===== src/rtl/abs_sample_demux.sv =====
// abs_sample_demux: converts a channel-ordered sample stream to saturated absolute values and demuxes them into 8 slots
module abs_sample_demux #(
    parameter bit OFFSET_BINARY = 1'b0
) (
    input  logic         clk,
    input  logic         aresetn,
    input  logic         enable,
    input  logic [15:0]  sample_data,
    input  logic         sample_valid,
    output logic         sample_ready,
    input  logic         sample_last,
    output logic [119:0] abs_value_out_concat,
    output logic [7:0]   value_ready_concat,
    output logic         frame_done,
    output logic         clip_seen,
    output logic         err_sequence
);
    typedef enum logic [1:0] {IDLE, RUN, ERROR} state_t;
    state_t state, state_nx;
    logic [2:0] ch, s1_tag;
    logic [15:0] x, s1_x, neg;
    logic s1_valid, accept, aligned, sat;
    logic [14:0] abs_val;
    assign x = {sample_data[15] ^ OFFSET_BINARY, sample_data[14:0]};
    assign accept = sample_valid & sample_ready;
    assign aligned = sample_last == (ch == 3'd7);
    assign neg = ~s1_x + 16'd1;
    assign sat = s1_x == 16'h8000;
    assign abs_val = sat ? 15'h7fff : s1_x[15] ? neg[14:0] : s1_x[14:0];
    always_ff @(posedge clk) begin
        if (!aresetn) state <= IDLE;
        else state <= state_nx;
    end
    // a misaligned beat takes priority over a simultaneous enable drop
    always_comb begin
        state_nx = (state == IDLE) ? (enable ? RUN : IDLE) :
                   (state == RUN)  ? ((accept && !aligned) ? ERROR : enable ? RUN : IDLE) :
                   ERROR;
    end
    always_comb begin
        sample_ready = (state == RUN) && enable;
    end
    always_ff @(posedge clk) begin
        if (!aresetn) begin
            ch       <= 3'd0;
            s1_valid <= 1'b0;
            s1_x     <= 16'd0;
            s1_tag   <= 3'd0;
        end else begin
            ch       <= (state != RUN || !enable) ? 3'd0 : (accept && aligned) ? ch + 3'd1 : ch;
            s1_valid <= accept && aligned;
            if (accept) begin
                s1_x   <= x;
                s1_tag <= ch;
            end
        end
    end
    always_ff @(posedge clk) begin
        if (!aresetn) begin
            abs_value_out_concat <= '0;
            value_ready_concat   <= 8'd0;
            frame_done           <= 1'b0;
            clip_seen            <= 1'b0;
            err_sequence         <= 1'b0;
        end else begin
            value_ready_concat <= s1_valid ? 8'd1 << s1_tag : 8'd0;
            frame_done         <= s1_valid && s1_tag == 3'd7;
            clip_seen          <= clip_seen | (s1_valid & sat);
            err_sequence       <= err_sequence | (accept & ~aligned);
            if (s1_valid) abs_value_out_concat[s1_tag*15 +: 15] <= abs_val;
        end
    end
endmodule

===== config.mk =====
export PLATFORM = sky130hd
export DESIGN_NAME = abs_sample_demux
export DESIGN_NICKNAME = d
export VERILOG_FILES = /design/src/rtl/abs_sample_demux.sv
export SDC_FILE = /design/constraint.sdc
export NUM_CORES = 1
export LEC_CHECK = 0
export ABC_AREA = 1
export BUFFER_PORTS_ARGS = -buffer_cell sky130_fd_sc_hd__buf_2
export CORE_MARGIN = 1.5
export CORE_UTILIZATION = 50
export CTS_CLUSTER_DIAMETER = 200
export CTS_CLUSTER_SIZE = 24
export DETAILED_ROUTE_END_ITERATION = 6
export GPL_ROUTABILITY_DRIVEN = 0
export PLACE_DENSITY = 0.81
export SLEW_MARGIN = 20
export SYNTH_ARGS = -nofsm -noshare
export SYNTH_HDL_FRONTEND = slang
export SYNTH_SLANG_ARGS = --single-unit

===== constraint.sdc =====
create_clock -name clk -period 2.5 [get_ports clk]
set_input_delay 0.5 -clock clk [delete_from_list [all_inputs] [get_ports clk]]
set_output_delay 0.5 -clock clk [all_outputs]
set_load 0.01 [all_outputs]

---- Word level (Yosys, flattened, before mapping) ----
Cells that the tools add are included.
storage, ports and cells
  output and inout port bits .............. 132
  input bits .............................. 21
  logic and storage cells ................. 48
  register bits ........................... 156
operators by class
  reduce and logical (&&, ||, !) cells .... 10
  $add $sub $neg .......................... 3
  equal/unequal tests ..................... 6
  multiplexer cells ....................... 7
  multipliers ............................. 1
  shift-type cells ........................ 3
  bitwise gates (word level) .............. 8
operators by type and width
  cell                       count
  $bwmux 120                 1
  $shift 15x34->120 const A  1
  $shiftx 15x34->120         1
  $neg 7->34                 1
  $mux 15                    2
  $eq 16x16->1 const B       1
  $add 15x1->15 const B      1
  $not 15->15                1
  $shl 1x3->8 const A        1
  $mul 3x4->7 const B        1
  $eq 3x3->1 const B         2
  $mux 2                     3
  $logic_and 1x1->1          4
  $add 3x1->3 const B        1
  $and 1x1->1                3
  $eq 2x1->1 const B         1
  $logic_not 1->1            2
  $logic_not 2->1            1
  $ne 2x1->1 const B         1
  $not 1->1                  2
  $or 1x1->1                 2
  $reduce_and 2->1           1
  $reduce_or 2->1            1
  $eq 1x1->1                 1
  2 further kinds            2

---- Longest topological paths before layout ----
Gate-level depths: netlist of run 1.
  word-level depth ........................ 7
  gate-level depth with buffers ........... 16
  gate-level depth less buffers ........... 13

---- Least setup slack after synthesis of run 1 ----
OpenSTA, ideal clock, no wires.
  kind .................................... register to register
  start point ............................. register s1_tag[0]
  end point ............................... register abs_value_out_concat[38]
  period minus slack after synthesis ...... 2.275 ns
  setup time .............................. 0.057 ns
  stages on the path, launching flop included .. 15
  required time ........................... 2.443 ns
  buffers on the path ..................... 4
  setup slack ............................. 0.225 ns
  data arrival time ....................... 2.219 ns
  cell sequence ........................... dfxtp_1 > clkbuf_1 > buf_2 > inv_1 > ha_1 > buf_4 > inv_2 > nor3_4 > inv_1 > nor2_4 > buf_4 > nor2_1 > nor2_1 > o21ai_0 > inv_1
on the way
  word-level cells in the longest chain between the ends .. 4
  elaborated cells on any way between the ends .. 5
  classes of those cells .................. 1 x add/sub; 1 x mul; 2 x shift; 1 x mux
ends and longest elaborated chain
  item                                                     RTL line  RTL
  from (decl)                                              20        logic [2:0] ch, s1_tag;
  from (signal assigned)                                   54        s1_tag <= ch;
  $mul 3x4->7 *                                            70        if (s1_valid) abs_value_out_concat[s1_tag*15 +: 15] <= abs_val;
  $neg 7->34 *                                             70
  $shiftx 15x34->120 or $shift 15x34->120 (tied branches)  70
  $bwmux 120 *                                             70
  to (signal, indexed assignment)                          70
  to (decl)                                                12        output logic [119:0] abs_value_out_concat,
Mark *: on every way between the ends. The rest lies on a longest branch, timed or not.
A chain may end at the register's enable or synchronous reset.

---- Worst setup path in the final report of run 1 ----
  start point ............................. register s1_tag[1]
  end point ............................... register abs_value_out_concat[14]
Same word-level chain as after synthesis.

==> flow_metrics.tcl, run 1 <==
set metrics [dict create \
    rsz0062_at_grt "no" \
    critPathKind "flip-flop to flip-flop" \
    design.portCount 153 \
    cts_setup_buffers 0 \
    yosysWarningCount 0 \
    final.min_clock_period_ns 2.146 \
    timing.fmax_mhz 466.0 \
    holdCritPathClass "input port to flip-flop" \
    r2r_setup_slack_ns 0.35 \
    ctsHoldBuffers 0 \
    track_usage 0.2562 \
    tightest_slew_ns 0.5438 \
    coreArea_um2 12010 \
    cts.clk_slew.worst_paths_ns 0.06 \
    yosysTopAreaCell "dfxtp_1" \
    synth_top_area_frac 0.5076 \
    endpoint "abs_value_out_concat[14]" \
    critPathSlowestCell "dfxtp_1" \
    synth_flop_cell "dfxtp_1" \
    drt-total-wl_um 16160 \
    hold_violations 0 \
    cts_resized 0 \
    slowest_delay_ns 0.41 \
    portBuffers 152 \
    cts.sinks 156 \
    ir_worst_vdd_uv 529.4 \
    cp.arrival_ns 2.51 \
    finalSetupTns_ns 0 \
    insertion_delay_ns 0.42 \
    seqCellArea_um2 3123 \
    die-width_um 113.9 \
    crit_required_ns 2.86 \
    viasPerCell 5.303 \
    relSlewSlack 0.6374 \
    power_per_cell_area_nw_per_um2 714.0 \
    cts-htree-levels 4 \
    syn_avg_cell_area_um2 8.063 \
    synth_area_leaders "dfxtp_1, o21ai_0, a21oi_1, nor2_1, inv_1" \
    die_y_um 113.9 \
    synthCells 763 \
    max_cap_viol_count 0 \
    utilization 0.6302 \
    rows 40 \
    grt_antenna_before_repair 0 \
    dr_total_vias 5616 \
    min_period_over_period 0.8584 \
    grt_max_degree 69 \
    initial_core_util 0.5122 \
    rr_worst_depth 9 \
    regToRegStartpoint "s1_tag[1]" \
    cts_tree "built" \
    multi_input_area_um2 2502 \
    nNetsFinal 930 \
    status "finished, final reports clean" \
    power.leakage_uw 0.003709 \
    finClkSkew_ns 0.006432 \
    first_pass_iters 5 \
    drive_gt1_frac 0.2599 \
    synth_nets 793 \
    synth_cell_type_count 32 \
    critPathLaunch "s1_tag[1]" \
    synth-edff-count 0 \
    overflow 0 \
    cts-root-buf "clkbuf_16" \
    grt_pass1_wl_um 26120 \
    rr_endpoint "abs_value_out_concat[14]" \
    area_delta_synth_final_pct 23.04 \
    path_cells "inv_1, ha_1, inv_2, nand3_2, inv_2, nor2_1, nor2_1, o21ai_0, inv_1" \
    drc 0 \
    yosys_register_bits 156 \
    dpl.hpwl_um 11160 \
    yosysSeqAreaShare 0.5076 \
    drt-initial-drc-count 529 \
    cts_buffers 17 \
    start_kind "flip-flop" \
    final_max_slew_viol_count 0 \
    nFillCells 1026 \
    die_area_um2 12980 \
    wl_per_cell_um 15.26 \
    first_global_vias 5165 \
    setup_viol 0 \
    cp_max_fo 23 \
    num_antenna_cells 0 \
    netlist_area_um2 6152 \
    synthArstFlopShare 0 \
    drtAntennaViolNets 0 \
    endpoint_kind "flip-flop" \
    holdPathStages 2 \
    cts_buffer_depth 2 \
]
## cell type report
type                            count  share of cell area
Clock buffer                       19             0.05719
Clock inverter                     12             0.02149
Inverter                           73             0.03620
Multi-Input combinational cell    486              0.3306
Sequential cell                   156              0.4126
Tap cell                          147             0.02430
Timing Repair Buffer              166              0.1177
## layout by cell type, fill, tap and decap left out, drive strengths merged
master / Yosys / routed
a21boi: 1 / 1
a21oi: 109 / 109
and3: 1 / 1
buf: 31 / 166
bufinv: 0 / 3
clkbuf: 17 / 19
clkinv: 0 / 3
clkinvlp: 0 / 2
dfxtp: 156 / 156
ha: 9 / 9
inv: 73 / 77
nand2: 50 / 50
nand3: 52 / 52
nand4: 2 / 2
nor2: 105 / 105
nor3: 4 / 4
o211ai: 3 / 3
o21ai: 143 / 143
or2: 1 / 1
xnor2: 1 / 1
xor2: 5 / 5
## registers in the layout, summed over array words and instances (netlist names)
name and cells:
s1_tag 3, clip_seen 1, value_ready_concat 8, s1_x 16
ch 3, s1_valid 1, state 2, frame_done 1
err_sequence 1, abs_value_out_concat 120
## Yosys cell counts, types with 2 or more instances
master	count
nand3_2	7
clkbuf_1	17
buf_1	5
nor3_1	3
nor2_4	4
a21oi_1	109
buf_4	6
o21ai_0	141
ha_1	9
buf_2	16
dfxtp_1	156
inv_2	11
nand2_4	2
nand2_1	40
nor2_2	5
buf_6	4
o211ai_1	3
nand3_1	43
nor2_1	96
xor2_1	5
nand3_4	2
nand2_2	8
inv_1	62
## through the flow
step	instance area, µm²	hold WS, ns	cells	setup WS [ns]	total power (µW)
after floorplan	6152	0.4476	763	0.2247	2749
after global placement	6974	0.4448	1028	0.5109	2838
after detailed placement	6974	0.4601	1028	0.4021	2840
after CTS	7570	0.3279	1059	0.3821	5430
after global routing	7570	0.3534	1059	0.1518	5573
final	7570	0.3403	1059	0.3539	5405
## cells by family after synthesis
kind of cell / after synthesis / share of synthesized area
buffers and inverters: 121 / 0.08562
AOI/OAI and AO/OA: 256 / 0.2105
DFF: 156 / 0.5076
xor gates and xnor gates: 6 / 0.008542
adders and majority gates: 9 / 0.01830
and+or+nand+nor: 215 / 0.1694
## critical path: cells and delay by family, from the launching register on
family	cells	cell delay [ns]
buf+inv	4	0.82
compound gates	1	0.09
flops	1	0.41
simple gates	3	0.43
fa+ha+maj	1	0.33
## worst min path at each step
| stage | startpoint | endpoint | slack [ns] |
|---|---|---|---|
| floorplan | state[1] | state[1] | 0.45 |
| global placement | err_sequence | err_sequence | 0.44 |
| detailed placement | err_sequence | err_sequence | 0.46 |
| CTS | enable | state[0] | 0.33 |
| global route | enable | state[0] | 0.35 |
| finish | enable | state[0] | 0.34 |
## layer usage
metal | track usage | up-vias | part of all wire
li1 | - | 2800 | -
met1 | 0.3383 | 2567 | 0.45
met2 | 0.3980 | 208 | 0.45
met3 | 0.06323 | 41 | 0.066
met4 | 0.1158 | 0 | 0.034
met5 | 0 | - | 0
## report_power, final
part / internal, µW / leakage (µW) / switching [µW]
logic: 80.4 / 0.00217 / 199
registers: 2500 / 0.00126 / 12.0
clock network: 1580 / 0.000285 / 1030
total: 4160 / 0.00371 / 1250
No activity file was read; power rests on OpenSTA's default activity.
==> inputs of run 2 (changes only) <==
BUFFER_PORTS_ARGS = not set   (was -buffer_cell sky130_fd_sc_hd__buf_2)
DONT_BUFFER_PORTS = 1   (was not set)
PLACE_DENSITY = 0.7   (was 0.81)
==> flow_metrics.tcl, run 2 (synthesis results as in run 1) <==
set metrics [dict create \
    min_from "aresetn" \
    hold_violations 0 \
    r2r_setup_slack_ns 0.49 \
    nFillCells 1110 \
    grt_pass1_wl_um 25880 \
    layout_common_cells "dfxtp_1, o21ai_0, a21oi_1, nor2_1, inv_1" \
    cts-root-buf "clkbuf_16" \
    drc 0 \
    die_area_um2 12980 \
    drive_gt1_frac 0.1133 \
    path_cells "inv_1, ha_1, inv_2, nor3_4, inv_1, nor2_4, buf_4, o21ai_0, a21oi_1" \
    first_pass_iters 5 \
    seqCellArea_um2 3123 \
    rr_endpoint "abs_value_out_concat[41]" \
    holdPathStages 2 \
    insertion_delay_ns 0.43 \
    cts_buffer_depth 2 \
    coreArea_um2 12010 \
    portBuffers 0 \
    cts_setup_buffers 0 \
    final.min_clock_period_ns 2.013 \
    dpl.cell_count 875 \
    rr_worst_depth 9 \
    timing.fmax_mhz 496.7 \
    ir_worst_vdd_uv 395.2 \
    hold_end "abs_value_out_concat[106]" \
    relSlewSlack 0.6672 \
    initial_core_util 0.5122 \
    status "finished, final reports clean" \
    multi_input_area_um2 2505 \
    die-width_um 113.9 \
    setup_viol 0 \
    die_y_um 113.9 \
    regToRegStartpoint "s1_tag[1]" \
    final_common_cell "dfxtp_1" \
    final_max_slew_viol_count 0 \
    nNetsFinal 777 \
    ctsHoldBuffers 0 \
    finClkSkew_ns 0.01195 \
    grt_antenna_before_repair 0 \
    instances_no_fill 906 \
    critPathSlowestCell "dfxtp_1" \
    rows 40 \
    cts_buffers 17 \
    endpoint_kind "flip-flop" \
    drtAntennaViolNets 0 \
    area_delta_synth_final_pct 9.843 \
    cp.arrival_ns 2.38 \
    viasPerCell 5.660 \
    dpl.hpwl_um 11190 \
    min_period_over_period 0.8053 \
    dr_total_vias 5128 \
    power_per_cell_area_nw_per_um2 779.1 \
    cts.clk_slew.worst_paths_ns 0.06 \
    cts-htree-levels 4 \
    wl_per_cell_um 17.99 \
    cts.sinks 156 \
    holdCritPathClass "input port to flip-flop" \
    cp_max_fo 16 \
    rsz0062_at_grt "no" \
    overflow 0 \
    grt_max_degree 116 \
    design.portCount 153 \
    critPathMostFrequentCell "inv_1" \
    track_usage 0.2596 \
    slowest_delay_ns 0.41 \
    first_global_vias 4988 \
    critPathKind "flip-flop to flip-flop" \
    path_buf_inv 4 \
    num_antenna_cells 0 \
    tightest_slew_ns 0.4991 \
    drt-total-wl_um 16300 \
    cp_top_family "buffers and inverters" \
    cts_resized 0 \
    power.leakage_uw 0.002872 \
    finalSetupTns_ns 0 \
    cts_tree "built" \
    max_cap_viol_count 0 \
    start_kind "flip-flop" \
    reg_top3 "abs_value_out_concat x120, s1_x x16, value_ready_concat x8" \
    drt-initial-drc-count 448 \
    regMostFlops "abs_value_out_concat" \
    largest_register_ffs 120 \
    crit_required_ns 2.86 \
]
run 2: through the flow:
step	setup slack, ns	hold WS (ns)	area, µm²	util	total power, µW
after floorplan	0.2247	0.4476	6152	-	2749
after global placement	0.5899	0.4563	6183	0.5148	2798
after detailed placement	0.5035	0.4819	6183	0.5148	2801
after CTS	0.4670	0.1957	6758	0.5626	5290
after global routing	0.2411	0.2162	6758	0.5626	5424
final	0.4867	0.2186	6758	0.5626	5265
run 2: power breakdown:
part,total [µW],internal [µW],switching (µW)
logic,234,62.8,171
clock network,2510,1510,1010
registers,2520,2500,14.9
run 2: worst reg2reg max path, delay by kind of cell, from the launching register on:
| family | cells | cell delay (ns) |
|---|---|---|
| AO/OA/AOI/OAI | 2 | 0.25 |
| adder cells (fa/ha/maj) | 1 | 0.36 |
| buffers and inverters | 4 | 0.53 |
| flip-flops | 1 | 0.41 |
| AND/OR/NAND/NOR | 2 | 0.41 |
run 2: cell type report:
cell class	instances	area share
clock buffer	20	0.06758
timing repair buffer	13	0.01444
sequential	156	0.4621
multi-input combinational	486	0.3707
inverter	73	0.04055
clock inverter	11	0.01740
tap	147	0.02722
run 2: how the worst max path moves through the flow:
stage               startpoint                        to  slack, ns  cells after the start
floorplan            s1_tag[0]  abs_value_out_concat[38]       0.22                     14
global placement     s1_tag[1]  abs_value_out_concat[74]       0.59                      9
detailed placement   s1_tag[1]  abs_value_out_concat[44]       0.50                      9
CTS                  s1_tag[1]  abs_value_out_concat[41]       0.47                      9
global route         s1_tag[1]  abs_value_out_concat[67]       0.24                      9
finish               s1_tag[1]  abs_value_out_concat[41]       0.49                      9
run 2: layer usage:
| metal | vias to the layer above | global-route usage | share of wire | routed length [µm] |
|---|---|---|---|---|
| met5 | - | 0 | 0 | 0 |
| met4 | 0 | 0.1142 | 0.024 | 385 |
| met3 | 32 | 0.1095 | 0.10 | 1697 |
| met2 | 210 | 0.4072 | 0.47 | 7715 |
| met1 | 2394 | 0.3120 | 0.40 | 6499 |
| li1 | 2492 | - | - | - |
==> inputs of run 3 (changes only) <==
PLACE_DENSITY = 0.73   (was 0.7)
clock period = 1.75 ns   (was 2.5 ns; I/O delays follow)
==> flow_metrics.tcl, run 3 (synthesis results as in run 1) <==
set metrics [dict create \
    first_pass_iters 5 \
    max_cap_viol_count 0 \
    holdPathStages 2 \
    wl_per_cell_um 18.92 \
    holdCritPathClass "input port to flip-flop" \
    grt_max_degree 116 \
    r2r_setup_slack_ns 0.01 \
    start_kind "flip-flop" \
    insertion_delay_ns 0.42 \
    setup_viol 0 \
    regToRegStartpoint "s1_tag[0]" \
    final_max_slew_viol_count 0 \
    regMostFlops "abs_value_out_concat" \
    min_period_over_period 0.9919 \
    rsz0062_at_grt "yes" \
    tightest_slew_ns 0.3661 \
    dpl.hpwl_um 11640 \
    first_global_vias 4912 \
    num_antenna_cells 0 \
    power.leakage_uw 0.003065 \
    viasPerCell 5.799 \
    drtAntennaViolNets 0 \
    endpoint_kind "flip-flop" \
    hold_violations 0 \
    cts.clk_slew.worst_paths_ns 0.06 \
    track_usage 0.2614 \
    largest_register_ffs 120 \
    holdWs_ns 0.06612 \
    die_y_um 113.9 \
    drt-total-wl_um 17580 \
    coreArea_um2 12010 \
    reg_top3 "abs_value_out_concat x120, s1_x x16, value_ready_concat x8" \
    hold_end "abs_value_out_concat[89]" \
    design.portCount 153 \
    portBuffers 0 \
    rows 40 \
    critPathKind "flip-flop to flip-flop" \
    drive_gt1_frac 0.2020 \
    drt-initial-drc-count 511 \
    drc 0 \
    timing.fmax_mhz 576.1 \
    cts.sinks 156 \
    grt_pass1_wl_um 26010 \
    min_from "aresetn" \
    layout_common_cells "dfxtp_1, o21ai_0, nor2_1, a21oi_1, inv_1" \
    cts_buffers 17 \
    cp_max_fo 8 \
    relSlewSlack 0.7557 \
    rr_worst_depth 12 \
    ir_worst_vdd_uv 663.6 \
    die-width_um 113.9 \
    finClkSkew_ns 0.007234 \
    status "finished, final reports clean" \
    area_delta_synth_final_pct 19.36 \
    overflow 0 \
    crit_required_ns 2.06 \
    dr_total_vias 5387 \
    cts-root-buf "clkbuf_16" \
    rr_endpoint "abs_value_out_concat[83]" \
    cp.arrival_ns 2.04 \
    grt_antenna_before_repair 0 \
    cts_tree "built" \
    cts_buffer_depth 2 \
    initial_core_util 0.5122 \
    ctsHoldBuffers 0 \
    utilization 0.6114 \
    die_area_um2 12980 \
    cts-htree-levels 4 \
    power_per_cell_area_nw_per_um2 1027 \
    final_common_cell "dfxtp_1" \
    nNetsFinal 800 \
    final.min_clock_period_ns 1.736 \
]
==> run 3: cell count changes in the layout (fill, tap and decap cells not counted), sizes merged <==
| cell | before | now |
|---|---|---|
| buf | 13 | 33 |
| clkbuf | 20 | 24 |
| clkinv | 6 | 4 |
| clkinvlp | 2 | 3 |
==> run 3: final cells by class <==
class,count,area (µm²)
flip-flops and latches,156,3128
repair buffers,36,470.5
multi-input cells,486,2696
clock inverters,10,115.1
inverters,73,289.0
fillers,1034,4668
clock buffers,21,460.4
well taps,147,183.9
==> run 3: worst max path at each step <==
stage,from,end,slack (ns),cells after the start
after floorplan,s1_tag[0],abs_value_out_concat[43],-0.14,12
after global placement,s1_tag[1],abs_value_out_concat[33],0.06,9
after detailed placement,s1_tag[1],abs_value_out_concat[33],-0.01,9
after CTS,s1_x[1],abs_value_out_concat[57],0.009,8
after global routing,s1_x[1],abs_value_out_concat[15],-0.05,9
final,s1_tag[0],abs_value_out_concat[83],0.01,12
==> run 3: power breakdown <==
group | internal (µW) | switching [µW] | total, µW
Combinational | 118 | 258 | 376
Sequential | 3570 | 23.3 | 3600
Clock | 2160 | 1410 | 3570
Total | 5850 | 1690 | 7540
==> run 3: stage by stage <==
step / cells / instance area [µm²] / worst slack, ns / setup TNS, ns / power [µW]
6_report: 929 / 7343 / 0.01411 / 0 / 7542
3_5_place_dp: 887 / 6395 / -0.01188 / -0.01188 / 4013
5_1_grt: 929 / 7343 / -0.04957 / -0.7134 / 7763
4_1_cts: 920 / 6985 / 0.008823 / 0 / 7543
3_3_place_gp: 887 / 6395 / 0.06031 / 0 / 4004
2_1_floorplan: 763 / 6201 / -0.1442 / -3.904 / 3937
==> run 3: repair_timing <==
action,in CTS,in global routing
pin swaps,1,10
resized for setup,0,74
endpoints found under the setup margin,5,106
gates cloned,0,4
hold endpoints to repair,0,0
setup buffers,2,5
==> run 3: worst max-delay path: stages, from the launching register on <==
cell	delay, ns
dfxtp_4	0.37
inv_4	0.04
ha_4	0.16
inv_4	0.06
nand2_4	0.04
nand2_4	0.08
inv_4	0.04
nor2_4	0.13
inv_2	0.08
nor2_4	0.25
buf_12	0.15
clkbuf_16	0.16
a21oi_2	0.06
==> run 3: routing by layer <==
layer	routed length, µm	vias to the layer above	GRT usage
met4	407	0	0.09583
met5	0	-	0
li1	-	2542	-
met3	1983	39	0.1121
met2	8579	277	0.4317
met1	6608	2529	0.3024
